<file path="config.mk">
export PLATFORM = sky130hd
export DESIGN_NAME = l1_addr_ctrl
export DESIGN_NICKNAME = d
export VERILOG_FILES = /design/src/rtl/l1_addr_ctrl.sv
export SDC_FILE = /design/constraint.sdc
export NUM_CORES = 1
export LEC_CHECK = 0
export CELL_PAD_IN_SITES_DETAIL_PLACEMENT = 1
export CELL_PAD_IN_SITES_GLOBAL_PLACEMENT = 2
export CORE_AREA = 2 2 89 91
export CTS_CLUSTER_SIZE = 20
export DETAILED_ROUTE_END_ITERATION = 8
export DIE_AREA = 0 0 91 93
export GPL_TIMING_DRIVEN = 0
export PLACE_DENSITY_LB_ADDON = 0.05
export SYNTH_ARGS = -nofsm -noshare
export SYNTH_HDL_FRONTEND = slang
export SYNTH_SLANG_ARGS = --single-unit
</file>
<file path="constraint.sdc">
create_clock -name clk -period 3.99 [get_ports clk]
set_input_delay 0.798 -clock clk [delete_from_list [all_inputs] [get_ports clk]]
set_output_delay 0.798 -clock clk [all_outputs]
set_load 0.02 [all_outputs]
</file>
<file path="src/rtl/l1_addr_ctrl.sv">
// rtl/l1_addr_ctrl.sv - L1 event buffer write/read address controller
module l1_addr_ctrl #(
    parameter int ADDRWIDTH = 7
) (
    input  logic                 clk,
    input  logic                 reset,
    input  logic                 dis,
    input  logic                 l1a,
    input  logic                 rdReq,
    output logic [ADDRWIDTH-1:0] wrAddr,
    output logic                 wren,
    output logic [ADDRWIDTH-1:0] rdAddr,
    output logic                 preLoad,
    output logic                 load,
    output logic                 full,
    output logic                 empty,
    output logic [ADDRWIDTH:0]   occupancy,
    output logic [7:0]           overflowCnt
);

    localparam int DEPTH = 1 << ADDRWIDTH;
    localparam logic [ADDRWIDTH:0] DEPTH_V = (ADDRWIDTH+1)'(DEPTH);

    typedef enum logic [1:0] {
        IDLE    = 2'd0,
        PRELOAD = 2'd1,
        LOAD    = 2'd2
    } rdState_t;

    rdState_t             rdState;
    logic [ADDRWIDTH:0]   wp;
    logic [ADDRWIDTH:0]   rp;
    logic [ADDRWIDTH:0]   wpNext;
    logic [ADDRWIDTH:0]   rpNext;
    logic [ADDRWIDTH:0]   occNext;
    logic                 wrAcc;
    logic                 wrRej;
    logic                 rdAcc;

    // Extra pointer MSB separates a full buffer from an empty one
    assign occupancy = wp - rp;

    // Request acceptance uses the pre-edge full/empty flags; a read cannot
    // start while a preLoad is still owed its load, even if dis froze it
    always_comb begin
        wrAcc   = l1a & ~dis & ~full;
        wrRej   = l1a & ~dis & full;
        rdAcc   = rdReq & ~dis & ~empty & (rdState != PRELOAD);
        wpNext  = wp + (ADDRWIDTH+1)'(wrAcc);
        rpNext  = rp + (ADDRWIDTH+1)'(rdAcc);
        occNext = wpNext - rpNext;
    end

    // Pointers, flags, overflow counter and read sequencer with registered pulses
    always_ff @(posedge clk or negedge reset) begin
        if (!reset) begin
            wp          <= '0;
            rp          <= '0;
            wrAddr      <= '0;
            rdAddr      <= '0;
            wren        <= 1'b0;
            preLoad     <= 1'b0;
            load        <= 1'b0;
            full        <= 1'b0;
            empty       <= 1'b1;
            overflowCnt <= '0;
            rdState     <= IDLE;
        end else if (dis) begin
            wren    <= 1'b0;
            preLoad <= 1'b0;
            load    <= 1'b0;
        end else begin
            wren <= wrAcc;
            if (wrAcc) begin
                wrAddr <= wp[ADDRWIDTH-1:0];
            end
            wp <= wpNext;
            if (wrRej && overflowCnt != 8'hFF) begin
                overflowCnt <= overflowCnt + 8'd1;
            end
            if (rdAcc) begin
                rdAddr <= rp[ADDRWIDTH-1:0];
            end
            rp    <= rpNext;
            full  <= (occNext == DEPTH_V);
            empty <= (occNext == '0);

            preLoad <= rdAcc;
            load    <= (rdState == PRELOAD);
            if (rdAcc) begin
                rdState <= PRELOAD;
            end else if (rdState == PRELOAD) begin
                rdState <= LOAD;
            end else begin
                rdState <= IDLE;
            end
        end
    end

endmodule
</file>
After elaboration in Yosys (flattened, before gate mapping) --
Index checks and enable logic that the tools add are counted.
Word-level totals: register bits 45, output and inout bits 35
Operators by class: add/subtract/negate cells 5, eq/ne operators 4, muxes and demuxes 5, bitwise logic cells 9, reductions and logical operators 5
Operators by type and width (number):
- 8-bit by 1-bit adder with 8-bit output | 2
- 8-bit subtractor | 2
- 8-bit by 1-bit adder with 8-bit output (second input constant) | 1
- 8-bit == test (second input constant) | 1
- 8-bit logical NOT | 1
- 8-bit != test (second input constant) | 1
- 1-bit bitwise AND | 6
- 2-bit AND reduction | 3
- 2-bit 2-to-1 mux | 2
- 1-bit 2-to-1 mux | 3
- 1-bit inverter | 3
- 2-bit by 1-bit == test with 1-bit output (second input constant) | 1
- 2-bit by 1-bit != test with 1-bit output (second input constant) | 1
- 1-bit logical AND | 1

Logic depth before layout (Yosys ltp) --
word-level depth 7, mapped depth 15

Worst setup path after synthesis --
Ideal clock, no wire load.
path kind input port to flip-flop, start point input dis, end point register empty, library setup time 0.072 ns, data arrival time 3.766 ns, data required time 3.918 ns, path slack 0.153 ns, stages on the path 14, buffers on the path 2, path through clkbuf_1 > nor2b_1 > nor2b_1 > clkbuf_1 > ha_1 > ha_1 > xor2_1 > ha_1 > and3b_1 > o21a_1 > o21a_1 > or4_1 > a221o_1 > o21ai_1
Between the ends: elaborated cells between the ends (all ways) 10
RTL lines:
- start, declared | line 7 | input logic dis,
- 1-bit inverter (no source line)
- 1-bit bitwise AND (2 in a row) | line 46 | wrAcc = l1a & ~dis & ~full;
- 8-bit by 1-bit adder with 8-bit output | line 49 | wpNext = wp + (ADDRWIDTH+1)'(wrAcc);
- named net wpNext[2] | line 33 | logic [ADDRWIDTH:0] wpNext;
- 8-bit subtractor | line 51 | occNext = wpNext - rpNext;
- 8-bit logical NOT | line 86 | empty <= (occNext == '0);
- end signal, assigned | line 86
- end, declared | line 16 | output logic empty,
The timed path passes the listed nets, and every way through them passes these cells. A chain may end at the register's enable or synchronous reset.

Worst setup path in the final report --
start point input l1a, end point register full
Between the ends: longest elaborated chain between the ends 5
Ends and longest elaborated chain:
- start, declared | line 8 | input logic l1a,
- 1-bit bitwise AND (2 in a row) | line 46
- 8-bit by 1-bit adder with 8-bit output | line 49
- named net wpNext[2] | line 33
- 8-bit subtractor | line 51
- 8-bit == test | line 85 | full <= (occNext == DEPTH_V);
- end signal, assigned | line 85
- end, declared | line 15 | output logic full,
The timed path passes the listed nets, and every way through them passes these cells.

==> impl_metrics.toml <==
[die]
fp-row-count = 32
fp.dieH_um = 93
initial_core_util_pct = 33.1
die_area_sq_mm = 0.00846
core_area_sq_mm = 0.00753
die_w_um = 91
ioPinCount = 40

[yosys]
ys_warn_count = 0
synth_edf_count = 0
ys_types = 33
syn_inst = 242
syn_avg_cell_area_sq_um = 10.3
synth_area_sq_mm = 0.00249
synth_top_cell_area_share_pct = 44.1
ys_seq_area_share_pct = 45.2
synthFlopType = "dfrtp_1"
synth-seq-cells = 45
synth_fp_nets = 267
async_flop_share_pct = 100
synth.largest_area_cell = "dfrtp_1"
synthTopCellsByArea = "dfrtp_1 44%, ha_1 9.5%, xnor2_1 9.5%"

[sta]
worst_pin_slew_ns = 0.584
hold_viol = 0
fin_crit_sh_pct = 95.4
maxSlewViolCount = 0
rsz0062_at_grt = "no"
fmax_ghz = 0.263
setup_viol = 0
hold_ws_ns = 0.428
setup_slack_ns = 0.184
skew_ns = 0.0138
relSlewSlack_pct = 61.1
fin_crit_ns = 3.81

[critical_path]
r2r_start = "empty"
start_kind = "primary input"
worstPathRequired_ns = 4.22
endpoint_kind = "flip-flop"
cp_data_arrival_time_ns = 4.04
r2r_cells = 13
r2r_setup_slack_ns = 0.57
setup.worst_path.class = "primary input to flip-flop"
crit_fanout = 8
r2r-end = "full"

[finish]
instances_no_fill = 397
fillers = 902
nNetsFinal = 319
drive_above_1_share_pct = 10.8
regArea_sq_mm = 0.00113
area_growth_pct = 29.1
fin_util_pct = 42.8
multi_input_area_sq_mm = 0.00133
antenna_cells = 0
final_common_cell = "dfrtp_1"
final_cell_mix = "44 x dfrtp_1, 37 x clkdlybuf4s50_1, 27 x xnor2_1"

[global_routing]
antenna_found_initial = 0
grt_max_degree = 29
grt_pass1_wl_mm = 9.36
grt_pass1_vias = 1924
track_usage_pct = 14.0
grt_overflow = 0

[clock_network]
cts.clk_slew.worst_paths_ns = 0.09
clock-sinks = 45
htreeDepth = 2
clk_latency_ns = 0.30
cts_buffer_depth = 2
cts_hold_buf = 0
cts_tree = "done"
numCtsBuffers = 5
cts_root_buf = "clkbuf_8"

[worst_hold_path]
hold_path_class = "primary input to asynchronous set/reset pin"

[placed_design]
dp.cells = 383
dpl_worst_slack_ns = -0.615
portBuffers = 38
hpwl_mm = 4.37
gp_routability_congestion = 0.778

[power_and_ir_drop]
p_leak_nw = 1.55
ir_drop_uv = 658
power_density_mw_per_mm2 = 731

[run_status]
outcome = "completed"

[drt]
drcViolationCount = 0
drtIter0Drc = 42
wl_per_cell_um = 14.2
first_pass_iters = 4
finalWirelength_mm = 5.65
ant_nets = 0
dr_total_vias = 1861
vias_per_cell = 4.69

[run]
drv_cap = 0
[metrics by stage]
stage / power, mW / area (sq um) / TNS [ns]
final: 2.35 / 3220 / 0
after global routing: 2.55 / 3220 / 0
after CTS: 2.37 / 3140 / 0
after detailed placement: 1.99 / 3020 / -1.23
after global placement: 1.97 / 3000 / -1.28
after floorplan: 1.49 / 2490 / 0
[metal layers]
metal | global-route usage, % | part of all wire (%)
met5 | 0 | 0
met4 | 4.55 | 1.3
met3 | 2.90 | 3.7
met2 | 24.1 | 49
met1 | 17.6 | 46
[worst max-delay path, cell delays in order]
cell and delay, ns:
clkdlybuf4s50_1 0.41, nor2b_4 0.14, nor2b_1 0.13, buf_4 0.17, ha_4 0.17, ha_4 0.16
xor2_1 0.15, ha_1 0.33, and3b_1 0.19, o21a_1 0.21, o21a_1 0.17, or4_1 0.48
a221o_1 0.38, o21ai_1 0.13
[kinds of logic after synthesis]
| group | after synthesis | synth area share [%] |
|---|---|---|
| simple gates | 78 | 15.9 |
| fa+ha+maj | 20 | 10.3 |
| xor+xnor | 41 | 14.4 |
| buf+inv | 21 | 3.16 |
| flops | 45 | 45.2 |
| compound gates | 27 | 6.52 |
| mux | 10 | 4.51 |
[registers in the layout, summed over array words and instances (netlist names)]
name         count
wrAddr           7
rp               8
wp               8
rdState          2
wren             1
preLoad          1
load             1
empty            1
full             1
overflowCnt      8
rdAddr           7
[power by group]
group          internal, mW  total, mW  switching, mW
clock                 0.205      0.366          0.161
sequential            0.585      0.714          0.129
combinational         0.626       1.27          0.648
[cell type report]
type	instances	share of cell area, %
Buffer	6	0.854
Clock buffer	7	2.68
Clock inverter	1	0.932
Inverter	15	1.75
Multi-Input combinational cell	176	41.2
Sequential cell	45	35.0
Tap cell	102	3.96
Timing Repair Buffer	45	13.7
[cell usage after synthesis (all sizes together) (4+ instances only)]
cell,n
and3,4
mux2,10
nor2b,7
dfrtp,44
nor2,14
ha,19
nand3,13
xnor2,27
o21ai,15
nand2,20
inv,15
clkbuf,6
nor3,4
xor2,14
[what timing repair did]
action                                  CTS  global route
pin swaps                                 0             1
setup buffers                             0             6
resized for setup                         4             7
endpoints found under the setup margin    2             2
[worst max path at each step]
stage                     startpoint  endpoint  slack, ns  cells after the start
after floorplan                  dis     empty       0.15                     14
after global placement           l1a     empty      -0.64                     14
after detailed placement         l1a     empty      -0.61                     14
after CTS                        l1a     empty       0.02                     14
after global routing           rdReq     empty       0.01                     13
final                            l1a      full       0.18                     14
Power figures use the tool's default switching activity.
==> edit, RTL diff (same flow settings) <==
Register the output `overflowCnt` once more, with the module's reset; this adds one clock of latency there. The other outputs are not delayed to match.
--- a/src/rtl/l1_addr_ctrl.sv
+++ b/src/rtl/l1_addr_ctrl.sv
@@ -27,4 +27,6 @@
         LOAD    = 2'd2
     } rdState_t;
+
+    logic [7:0] overflowCnt_s0;
 
     rdState_t             rdState;
@@ -64,5 +66,5 @@
             full        <= 1'b0;
             empty       <= 1'b1;
-            overflowCnt <= '0;
+            overflowCnt_s0 <= '0;
             rdState     <= IDLE;
         end else if (dis) begin
@@ -76,6 +78,6 @@
             end
             wp <= wpNext;
-            if (wrRej && overflowCnt != 8'hFF) begin
-                overflowCnt <= overflowCnt + 8'd1;
+            if (wrRej && overflowCnt_s0 != 8'hFF) begin
+                overflowCnt_s0 <= overflowCnt_s0 + 8'd1;
             end
             if (rdAcc) begin
@@ -98,3 +100,11 @@
     end
 
+    always_ff @(posedge clk or negedge reset) begin
+        if (!reset) begin
+            overflowCnt <= '0;
+        end else begin
+            overflowCnt <= overflowCnt_s0;
+        end
+    end
+
 endmodule
Function: no difference found for any inputs over 10 cycles, from zero or initial values and one cycle with reset low; that may be too few to reach the edited logic, so the function may still have changed.
==> edit against the original RTL <==
- count of clock-buffer cells in the layout shrank 2
- first-iteration DRC count shrank 14%
- synthesized area grew 7.3%
- cell count grew 1.5%
- sequential cell count grew 8
- setup slack lost 0.018 ns
- power grew 6.9%
- global-route usage grew 0.91 points
- design area grew 6.2%
- largest cell class is now registers
- wire length grew 3.9%
==> edit: results (changes against the original RTL) <==
metric,value,unit,change
worst_pin_slew,0.6044,ns,+0.02087 ns
path_delay_family,compound AO/OA/AOI/OAI gates,,
ys_types,33,,unchanged
pre_cts_ws,-0.7839,ns,-0.1691 ns
reg2reg_from,empty,,
dpl.cell_count,390,,+1.8%
synth-seq-area-share,0.4958,,+0.04394
grtUsageTotal,0.1488,,+0.009058
reg2reg_depth,13,,unchanged
grt_antenna_before_repair,0,,unchanged
worstSkewPairLatency,0.31,ns,
max-vdd-ir-drop,0.2868,mV,-56%
nets,325,,+1.9%
drtIter0Drc,36,,-14%
fin_skew,0.005435,ns,-0.008346 ns
critPathMaxFanout,8,,unchanged
synth_top_flop_cell,dfrtp_1,,
postSynthNetCount,273,,+2.2%
grt_pass1_wl,9873,um,+5.5%
final_layout_size_suffix_gt1_frac,0.1096,,+0.001160
first_pass_iters,4,,unchanged
synth_area_leaders,"dfrtp_1 (49%), ha_1 (8.9%), xnor2_1 (8.8%)",,
worstPathArrival,4.06,ns,+0.02 ns
numCtsBuffers,5,,unchanged
syn-mean-instance-area,10.80,um^2,+4.7%
path_clk_slew,0.10,ns,
ctsHtreeMaxLevel,2,,unchanged
port_buffers,39,,+2.6%
grt_pass1_vias,1986,,+3.2%
leakage,1.671,nW,+7.7%
maxSlewViolCount,0,,unchanged
cpMaxStageDelayCell,or4_1,,
dp.final_hpwl,4481,um,+2.5%
synth_common_cells,"dfrtp_1 (52), xnor2_1 (27), nand2_1 (23)",,
routed_wl,5869,um,+3.9%
via_per_inst,4.660,,-0.59%
wl_per_cell,14.56,um,+2.3%
rrSetupSlack,0.56,ns,
place_congestion,0.7622,,-2.0%
yosysWarnings,0,,unchanged
p_sw_frac,0.3833,,-0.01530
min-delay-path-class,in -> async,,
root_buffer,clkbuf_8,,
clk_path_buf_depth,2,,unchanged
placed_area,3211,um^2,+6.4%
cpPeakStageDelay,0.47,ns,
fill_cells,877,,-2.8%
synthArstFlopShare,1.000,,unchanged
grt_max_degree,37,,+28%
diodes,0,,unchanged
r2r_end,full,,
status,"finished, final reports clean",,
## edit: cell type report
class / count / area [um^2] / share of cell area
plain buffers: 4 / 18.77 / 0.005486
clock buffers: 5 / 68.82 / 0.02012
clock inverters: 3 / 68.82 / 0.02012
inverters: 16 / 60.06 / 0.01756
multi-input cells: 175 / 1305 / 0.3815
flip-flops and latches: 53 / 1328 / 0.3881
well taps: 102 / 127.6 / 0.03731
repair buffers: 45 / 444.2 / 0.1298
## edit: worst max-delay path by stage
stage	end	slack, ns	startpoint
floorplan	empty	0.35	l1a
global placement	full	-0.79	dis
detailed placement	full	-0.78	dis
CTS	empty	0.03	l1a
global route	empty	0.01	l1a
finish	full	0.17	l1a
## edit: metal layers
layer,up-vias,global-route usage,wire length [um]
met2,26,0.2451,2780
met1,911,0.2024,2882
met3,7,0.02498,134
met5,-,0,0
li1,934,-,-
met4,0,0.04545,72
## edit: logic make-up (layout without fill, tap and decap cells)
family,after synthesis,after routing,share of synthesized area
flops,53,53,0.4958
mux,10,10,0.04206
simple gates,76,76,0.1393
buf+inv,20,73,0.02804
compound gates,28,28,0.06448
fa+ha+maj,20,20,0.09626
xor+xnor,41,41,0.1341
## edit: repair_timing
action,4_1_cts,5_1_grt
gates resized for setup,6,7
buffers inserted,0,5
endpoints found under the setup margin,2,2
pin swaps,0,3
## edit: power by group through the flow
| stage | sequential [mW] | clock [mW] | combinational [mW] |
|---|---|---|---|
| 2_1_floorplan | 0.872 | 0 | 0.703 |
| 3_3_place_gp | 0.817 | 0 | 1.23 |
| 3_5_place_dp | 0.820 | 0 | 1.26 |
| 4_1_cts | 0.810 | 0.450 | 1.28 |
| 5_1_grt | 0.839 | 0.472 | 1.40 |
| 6_report | 0.812 | 0.436 | 1.27 |
## edit: metrics by stage
stage / TNS (ns) / hold WS, ns
after floorplan: 0 / 0.3926
after global placement: -1.579 / 0.4157
after detailed placement: -1.564 / 0.4147
after CTS: 0 / 0.4284
after global routing: 0 / 0.4331
final: 0 / 0.4247
## edit: worst register-to-register path, stage by stage (launching register included)
cell and delay [ns]:
dfstp_2 0.55, nor2_1 0.05, nand3_2 0.15, inv_1 0.09, ha_1 0.20, ha_1 0.23, xnor2_1 0.21, ha_1 0.30
and3b_1 0.19, o21a_1 0.22, o21a_1 0.17, or4_1 0.47, a221o_1 0.39, o21ai_1 0.14
